## config.mk

```make
export PLATFORM = sky130hd
export DESIGN_NAME = rc5_key_sched_ctrl
export DESIGN_NICKNAME = d
export VERILOG_FILES = /design/src/rtl/rc5_key_sched_ctrl.sv
export SDC_FILE = /design/constraint.sdc
export NUM_CORES = 1
export LEC_CHECK = 0
export ABC_CLOCK_PERIOD_IN_PS = 5600
export CORE_MARGIN = 4
export CORE_UTILIZATION = 55
export CTS_CLUSTER_DIAMETER = 150
export DETAILED_ROUTE_END_ITERATION = 10
export DONT_BUFFER_PORTS = 1
export PLACE_DENSITY = 0.7
export SLEW_MARGIN = 40
export SYNTH_ARGS = -nofsm -noshare
export SYNTH_HDL_FRONTEND = slang
export SYNTH_SLANG_ARGS = --single-unit
```

## constraint.sdc

```tcl
create_clock -name clk -period 5.6 [get_ports clk]
set_clock_uncertainty 0.05 [all_clocks]
set_input_delay 1.12 -clock clk [delete_from_list [all_inputs] [get_ports clk]]
set_output_delay 1.12 -clock clk [all_outputs]
set_load 0.02 [all_outputs]
```

## src/rtl/rc5_key_sched_ctrl.sv

```systemverilog
// RC5 key-schedule sequencer: loads L, fills S with Pw/Qw, runs the mixer, then hands S to the cipher.
// Optional build macro RC5_L_WIPE_EN adds a WIPE_L pass that zeroes L before READY.
module rc5_key_sched_ctrl #(
    parameter int unsigned     W   = 32,
    parameter int unsigned     C   = 4,
    parameter int unsigned     T   = 26,
    parameter logic [W-1:0]    P   = 32'hB7E15163,
    parameter logic [W-1:0]    Q   = 32'h9E3779B9,
    localparam int unsigned    LAW = (C > 1) ? $clog2(C) : 1,
    localparam int unsigned    SAW = (T > 1) ? $clog2(T) : 1
) (
    input  logic           clk,
    input  logic           rst,
    input  logic           iStart,
    input  logic           iKeyValid,
    input  logic [W-1:0]   iKeyWord,
    output logic           oKeyReady,
    output logic           oMixStart,
    input  logic           iMixDone,
    input  logic [LAW-1:0] iMixLAddr,
    input  logic [W-1:0]   iMixLData,
    input  logic           iMixLWe,
    input  logic [SAW-1:0] iMixSAddr,
    input  logic [W-1:0]   iMixSData,
    input  logic           iMixSWe,
    input  logic [SAW-1:0] iEncSAddr,
    output logic [LAW-1:0] oLAddr,
    output logic [W-1:0]   oLData,
    output logic           oLWe,
    output logic [SAW-1:0] oSAddr,
    output logic [W-1:0]   oSData,
    output logic           oSWe,
    output logic           oBusy,
    output logic           oReady
);

    typedef enum logic [2:0] {
        IDLE   = 3'd0,
        LOAD_L = 3'd1,
        INIT_S = 3'd2,
        MIX    = 3'd3,
        FLUSH  = 3'd4,
        READY  = 3'd5
`ifdef RC5_L_WIPE_EN
        , WIPE_L = 3'd6
`endif
    } state_t;

    localparam logic [LAW-1:0] L_LAST = LAW'(C - 1);
    localparam logic [SAW-1:0] S_LAST = SAW'(T - 1);

    state_t         state_q, state_d;
    logic [LAW-1:0] idx_q, idx_d;
    logic [SAW-1:0] i_q, i_d;
    logic [W-1:0]   acc_q, acc_d;
    logic           key_ready_q, key_ready_d;
    logic           mix_start_q, mix_start_d;
    logic           busy_q, busy_d;
    logic           ready_q, ready_d;

    logic [LAW-1:0] l_addr;
    logic [W-1:0]   l_data;
    logic           l_we;
    logic [SAW-1:0] s_addr;
    logic [W-1:0]   s_data;
    logic           s_we;

    always_comb begin
        state_d = state_q;
        idx_d   = idx_q;
        i_d     = i_q;
        acc_d   = acc_q;
        case (state_q)
            IDLE, READY: begin
                if (iStart) begin
                    state_d = LOAD_L;
                    idx_d   = '0;
                end
            end
            LOAD_L: begin
                if (iKeyValid) begin
                    if (idx_q == L_LAST) begin
                        state_d = INIT_S;
                        idx_d   = '0;
                        i_d     = '0;
                        acc_d   = P;
                    end else begin
                        idx_d = idx_q + 1'b1;
                    end
                end
            end
            INIT_S: begin
                acc_d = acc_q + Q;
                if (i_q == S_LAST) begin
                    state_d = MIX;
                    i_d     = '0;
                end else begin
                    i_d = i_q + 1'b1;
                end
            end
            MIX: begin
                if (iMixDone) state_d = FLUSH;
            end
            FLUSH: begin
`ifdef RC5_L_WIPE_EN
                state_d = WIPE_L;
                idx_d   = '0;
`else
                state_d = READY;
`endif
            end
`ifdef RC5_L_WIPE_EN
            WIPE_L: begin
                if (idx_q == L_LAST) begin
                    state_d = READY;
                    idx_d   = '0;
                end else begin
                    idx_d = idx_q + 1'b1;
                end
            end
`endif
            default: state_d = IDLE;
        endcase
    end

    // Control outputs are decoded from the next state so they line up with the state register.
    always_comb begin
        key_ready_d = (state_d == LOAD_L);
        mix_start_d = (state_d == MIX) || (state_d == FLUSH);
        busy_d      = (state_d != IDLE) && (state_d != READY);
        ready_d     = (state_d == READY);
    end

    always_ff @(posedge clk or negedge rst) begin
        if (!rst) begin
            state_q     <= IDLE;
            idx_q       <= '0;
            i_q         <= '0;
            acc_q       <= '0;
            key_ready_q <= 1'b0;
            mix_start_q <= 1'b0;
            busy_q      <= 1'b0;
            ready_q     <= 1'b0;
        end else begin
            state_q     <= state_d;
            idx_q       <= idx_d;
            i_q         <= i_d;
            acc_q       <= acc_d;
            key_ready_q <= key_ready_d;
            mix_start_q <= mix_start_d;
            busy_q      <= busy_d;
            ready_q     <= ready_d;
        end
    end

    // RAM port muxes: exactly one master per state, selected by the state register only.
    always_comb begin
        l_addr = '0;
        l_data = '0;
        l_we   = 1'b0;
        s_addr = '0;
        s_data = '0;
        s_we   = 1'b0;
        case (state_q)
            LOAD_L: begin
                l_addr = idx_q;
                l_data = iKeyWord;
                l_we   = iKeyValid;
            end
            INIT_S: begin
                s_addr = i_q;
                s_data = acc_q;
                s_we   = 1'b1;
            end
            MIX, FLUSH: begin
                l_addr = iMixLAddr;
                l_data = iMixLData;
                l_we   = iMixLWe;
                s_addr = iMixSAddr;
                s_data = iMixSData;
                s_we   = iMixSWe;
            end
`ifdef RC5_L_WIPE_EN
            WIPE_L: begin
                l_addr = idx_q;
                l_we   = 1'b1;
            end
`endif
            READY: begin
                s_addr = iEncSAddr;
            end
            default: ;
        endcase
    end

    assign oLAddr    = l_addr;
    assign oLData    = l_data;
    assign oLWe      = l_we;
    assign oSAddr    = s_addr;
    assign oSData    = s_data;
    assign oSWe      = s_we;
    assign oKeyReady = key_ready_q;
    assign oMixStart = mix_start_q;
    assign oBusy     = busy_q;
    assign oReady    = ready_q;

endmodule

```

Word level (Yosys, flattened, before mapping)
Cells that the tools add are included.

word-level totals
  flip-flop bits (word level) = 46
  latch bits = 0
  bits in writable memories = 0
  bits in read-only memories = 0
  input port bits = 115
  output and inout port bits = 77
  logic and storage cells = 59
  memories kept = 0

cells by class
  add/subtract/negate cells = 3
  $mul = 0
  divide/modulo/power cells = 0
  magnitude comparators = 0
  equality and inequality tests = 15
  shift-type cells = 0
  muxes and demuxes = 23
  bitwise operators = 0
  reduce and logical (&&, ||, !) cells = 10

operators by type and width
  operator                  count
  $pmux W32 S2              3
  $mux W32                  2
  $add A32 B32 Y32 const B  1
  $mux W3                   5
  $mux W5                   3
  $pmux W3 S5               1
  $pmux W5 S3               1
  $eq A3 B3 Y1 const B      4
  $pmux W5 S2               1
  $eq A3 B2 Y1 const B      3
  $pmux W2 S2               2
  $eq A3 B1 Y1 const B      2
  $mux W2                   3
  $ne A2 B2 Y1 const B      3
  $reduce_and A3 Y1         2
  $add A5 B1 Y5 const B     1
  $eq A5 B5 Y1 const B      1
  $pmux W1 S2               2
  $reduce_bool A2 Y1        2
  $reduce_or A2 Y1          2
  $logic_not A3 Y1          1
  $ne A3 B3 Y1 const B      1
  $reduce_bool A3 Y1        1
  $add A2 B1 Y2 const B     1
  other kinds (3)           3

Longest topological paths before layout
  depth in word-level cells = 6
  gate-level depth with buffers = 8
  mapped depth without buffers = 7

Least setup slack after synthesis
Ideal clock, no wire load.

  kind = register to output
  start point = register state_q[2]
  end point = output oSData[0]
  arrival time = 1.786 ns
  required time = 4.430 ns
  slack = 2.644 ns
  stages on the path, launching flop included = 6
  path buffers = 3
  cells stage by stage = dfrtp_1 -> clkbuf_1 -> nor3b_2 -> clkbuf_1 -> buf_1 -> a22o_1

on the way
  longest elaborated chain between the ends = 3
  elaborated cells on any way between the ends = 5
  those cells by class = eq/ne: 3; mux: 1; reduce/logical: 1

RTL lines
  what                                          line  RTL
  start: declaration                            52    state_t state_q, state_d;
  start signal: assignment                      145   state_q <= state_d;
  $eq A3 B2 Y1 or $eq A3 B3 Y1 (tied branches)  164   case (state_q)
  $reduce_or A2 Y1                              164
  $pmux W32 S2 (*)                              164
  end: declaration                              31    output logic [W-1:0] oSData,

Mark *: on every way between the ends. The rest lies on a longest branch, timed or not.

Worst setup path after layout
  start point = register state_q[0]
  end point = output oSData[19]

Same word-level chain as after synthesis.

==> metrics <==
vias in the first global route=3,019; Die Wd=87.9 um; Layout area overhead=2.89%; Core ar.=6060 um2; Post-CTS Resized=0; Worst Setup Start Kind=flop; overflow left after global routing=0; critical-path cell list=nor2b_1 -> nand2_1 -> o21ai_4 -> buf_4 -> nand2_1 -> o21ai_0; Starting Density=0.579; worst setup path start=state_q[0]; TNS Setup=0 ns; cell with the most instances after synthesis=a22o_1; global-route wire length before repair=15,300 um; # diodes=0; die span in y=87.9 um; Worst EP arrival=2.46 ns; Final Wtd Congestion=0.843; nets=508; WP buf/inv=1; Register Area=1150 um2; row count=28; Routed Antenna Nets=0; Synth Flop Type=dfrtp_1; Crit path largest cell delay=0.67 ns; crit share post-route=0.649; crit end category=output pin; H-tree levels=2; clock sink count=46; number of distinct library cells after synthesis=56; # hold bufs at CTS=0; Via density=7.09; ys async rst share=1.00; IO buf count=0; Syn. warnings=0; CP most frequent cell=nand2_1; FMAX=275 MHz; Seq cells post-synth=46; Post-Route WL=10,400 um; CP Class=reg -> out; Slowest cell on crit path=dfrtp_2; Detailed Place HPWL=7690 um; unrepaired setup endpoints after global routing=no; CTS max path bufs=2; area of the multi-input gates=2230 um2; Post-synth EDFFs=0; slew margin rel.=0.451; First-pass DRT Iterations=5; Post CTS Setup Buffer Count=0; largest net degree at the start of global routing=68; total track usage=0.255; Clock Latency Late Sink=0.30 ns; mapped cell area=3510 um2; Num CTS Buffers=5; Post-Synthesis Net Count=528; worst vdd ir=474 uV; Final Util=0.596; layout cells sized above 1=0.0617; delay-heaviest family, CP=flip-flops; crit path time final=3.63 ns; Hold WC Path Type=in -> async; FILL cells=540; worst slew pin tran=0.817 ns; cell count after synthesis=409; initial antenna violation count=0; critical-path maximum fanout=67; P_leak=1.41 nW; Clock transition at path regs=0.09 ns; FF-to-FF setup slack=2.82 ns; Root Driver=clkbuf_8; Yosys top cell area share=0.328; vias post-DR=3,290; top cells by count, synth=63 x a22o_1, 46 x dfrtp_1, 40 x nand2_1; Synth area leaders=dfrtp_1 33%, a22o_1 16%, mux2i_1 5.7%; Die ar.=7730 um2; wire per inst=22.3 um; Hold Vio Cnt, Final=0; worst reg2reg path startpoint=state_q[0]; power density over the cells=618 nW/um2; critical path data required time=4.43 ns; register area share after synthesis=0.328; # DRC=0; Crit path depth=6; Avg Cell Area, Syn=8.59 um2; cell taking the most area after synthesis=dfrtp_1; Reg2Reg Depth=5; I/O pin cnt=192; outcome=complete, no violations; initial drt markers=198; CP Capture Point=oSData[19]; Slew Limit Fails=0; Reg-to-Reg End=acc_q[31]; CTS tree=built; max_cap viols=0; # setup viols final=0
==> per-stage QoR <==
step           hold slack (ns)  power, mW  std cells  setup WS, ns  instance area [um2]
2_1_floorplan            0.421       1.82        409          2.64                 3510
3_3_place_gp             0.453       2.00        457          2.19                 3530
3_5_place_dp             0.457       2.03        457          2.07                 3530
4_1_cts                  0.440       2.23        464          1.72                 3610
5_1_grt                  0.430       2.41        464          1.78                 3610
6_report                 0.451       2.23        464          1.97                 3610
==> layout make-up <==
type,instances,area share
Clock buffer,5,0.0190
Clock inverter,2,0.00416
Inverter,4,0.00416
Multi-Input combinational cell,327,0.617
Sequential cell,46,0.319
Tap cell,75,0.0260
Timing Repair Buffer,5,0.0104
==> power by group <==
part | switching, mW | total, mW | internal (mW)
registers | 0.299 | 0.780 | 0.480
clock network | 0.116 | 0.201 | 0.0854
logic | 0.802 | 1.25 | 0.449
total | 1.22 | 2.23 | 1.01
==> routing by layer <==
layer,wire (um),track usage
met1,4180,0.340
met2,5430,0.448
met3,707,0.0357
met4,44,0.0446
met5,0,0
==> worst min-delay path by stage <==
stage / start / end / slack (ns) / cells past startpoint
CTS: rst / acc_q[3] / 0.44 / 0
floorplan: acc_q[30] / acc_q[30] / 0.42 / 1
detailed placement: acc_q[30] / acc_q[30] / 0.46 / 1
global placement: acc_q[30] / acc_q[30] / 0.45 / 1
finish: rst / acc_q[3] / 0.45 / 0
global route: rst / acc_q[3] / 0.43 / 0
==> kinds of logic (layout without fill, tap and decap cells) <==
logic type	count (synthesis)	in the layout	synth area share
xor+xnor	11	11	0.0274
fa+ha+maj	4	4	0.0143
mux	22	22	0.0634
simple gates	139	139	0.202
buf+inv	36	16	0.0438
compound gates	151	151	0.321
flops	46	46	0.328
==> worst reg2reg max path, cell delays in order (launching register included) <==
cell and delay [ns]:
dfrtp_2 0.67, nor3b_4 0.32, buf_4 0.35, nand3_1 0.59
and3_1 0.43, a211oi_1 0.27
==> state kept, by name, indices dropped and copies added (netlist names) <==
name       cells
acc_q         32
i_q            5
idx_q          2
oBusy          1
oKeyReady      1
oMixStart      1
oReady         1
state_q        3
==> placed cells by master, fill, tap and decap left out, types with 4 or more instances in the layout <==
| cell type | count |
|---|---|
| xor2_1 | 4 |
| ha_1 | 4 |
| xnor2_1 | 7 |
| nor4_1 | 4 |
| nand2_1 | 40 |
| a21oi_1 | 15 |
| nor2_1 | 30 |
| nor2b_1 | 4 |
| dfrtp_1 | 45 |
| o22ai_1 | 9 |
| nor3_1 | 14 |
| clkbuf_8 | 5 |
| buf_4 | 5 |
| a22o_1 | 63 |
| mux2i_1 | 20 |
| and3_1 | 4 |
| o21ai_0 | 24 |
| a31oi_1 | 7 |
| or3_1 | 6 |
| a211oi_1 | 7 |
| nand2b_1 | 6 |
| nand3_1 | 10 |
| inv_1 | 4 |
Power figures use the tool's default switching activity.
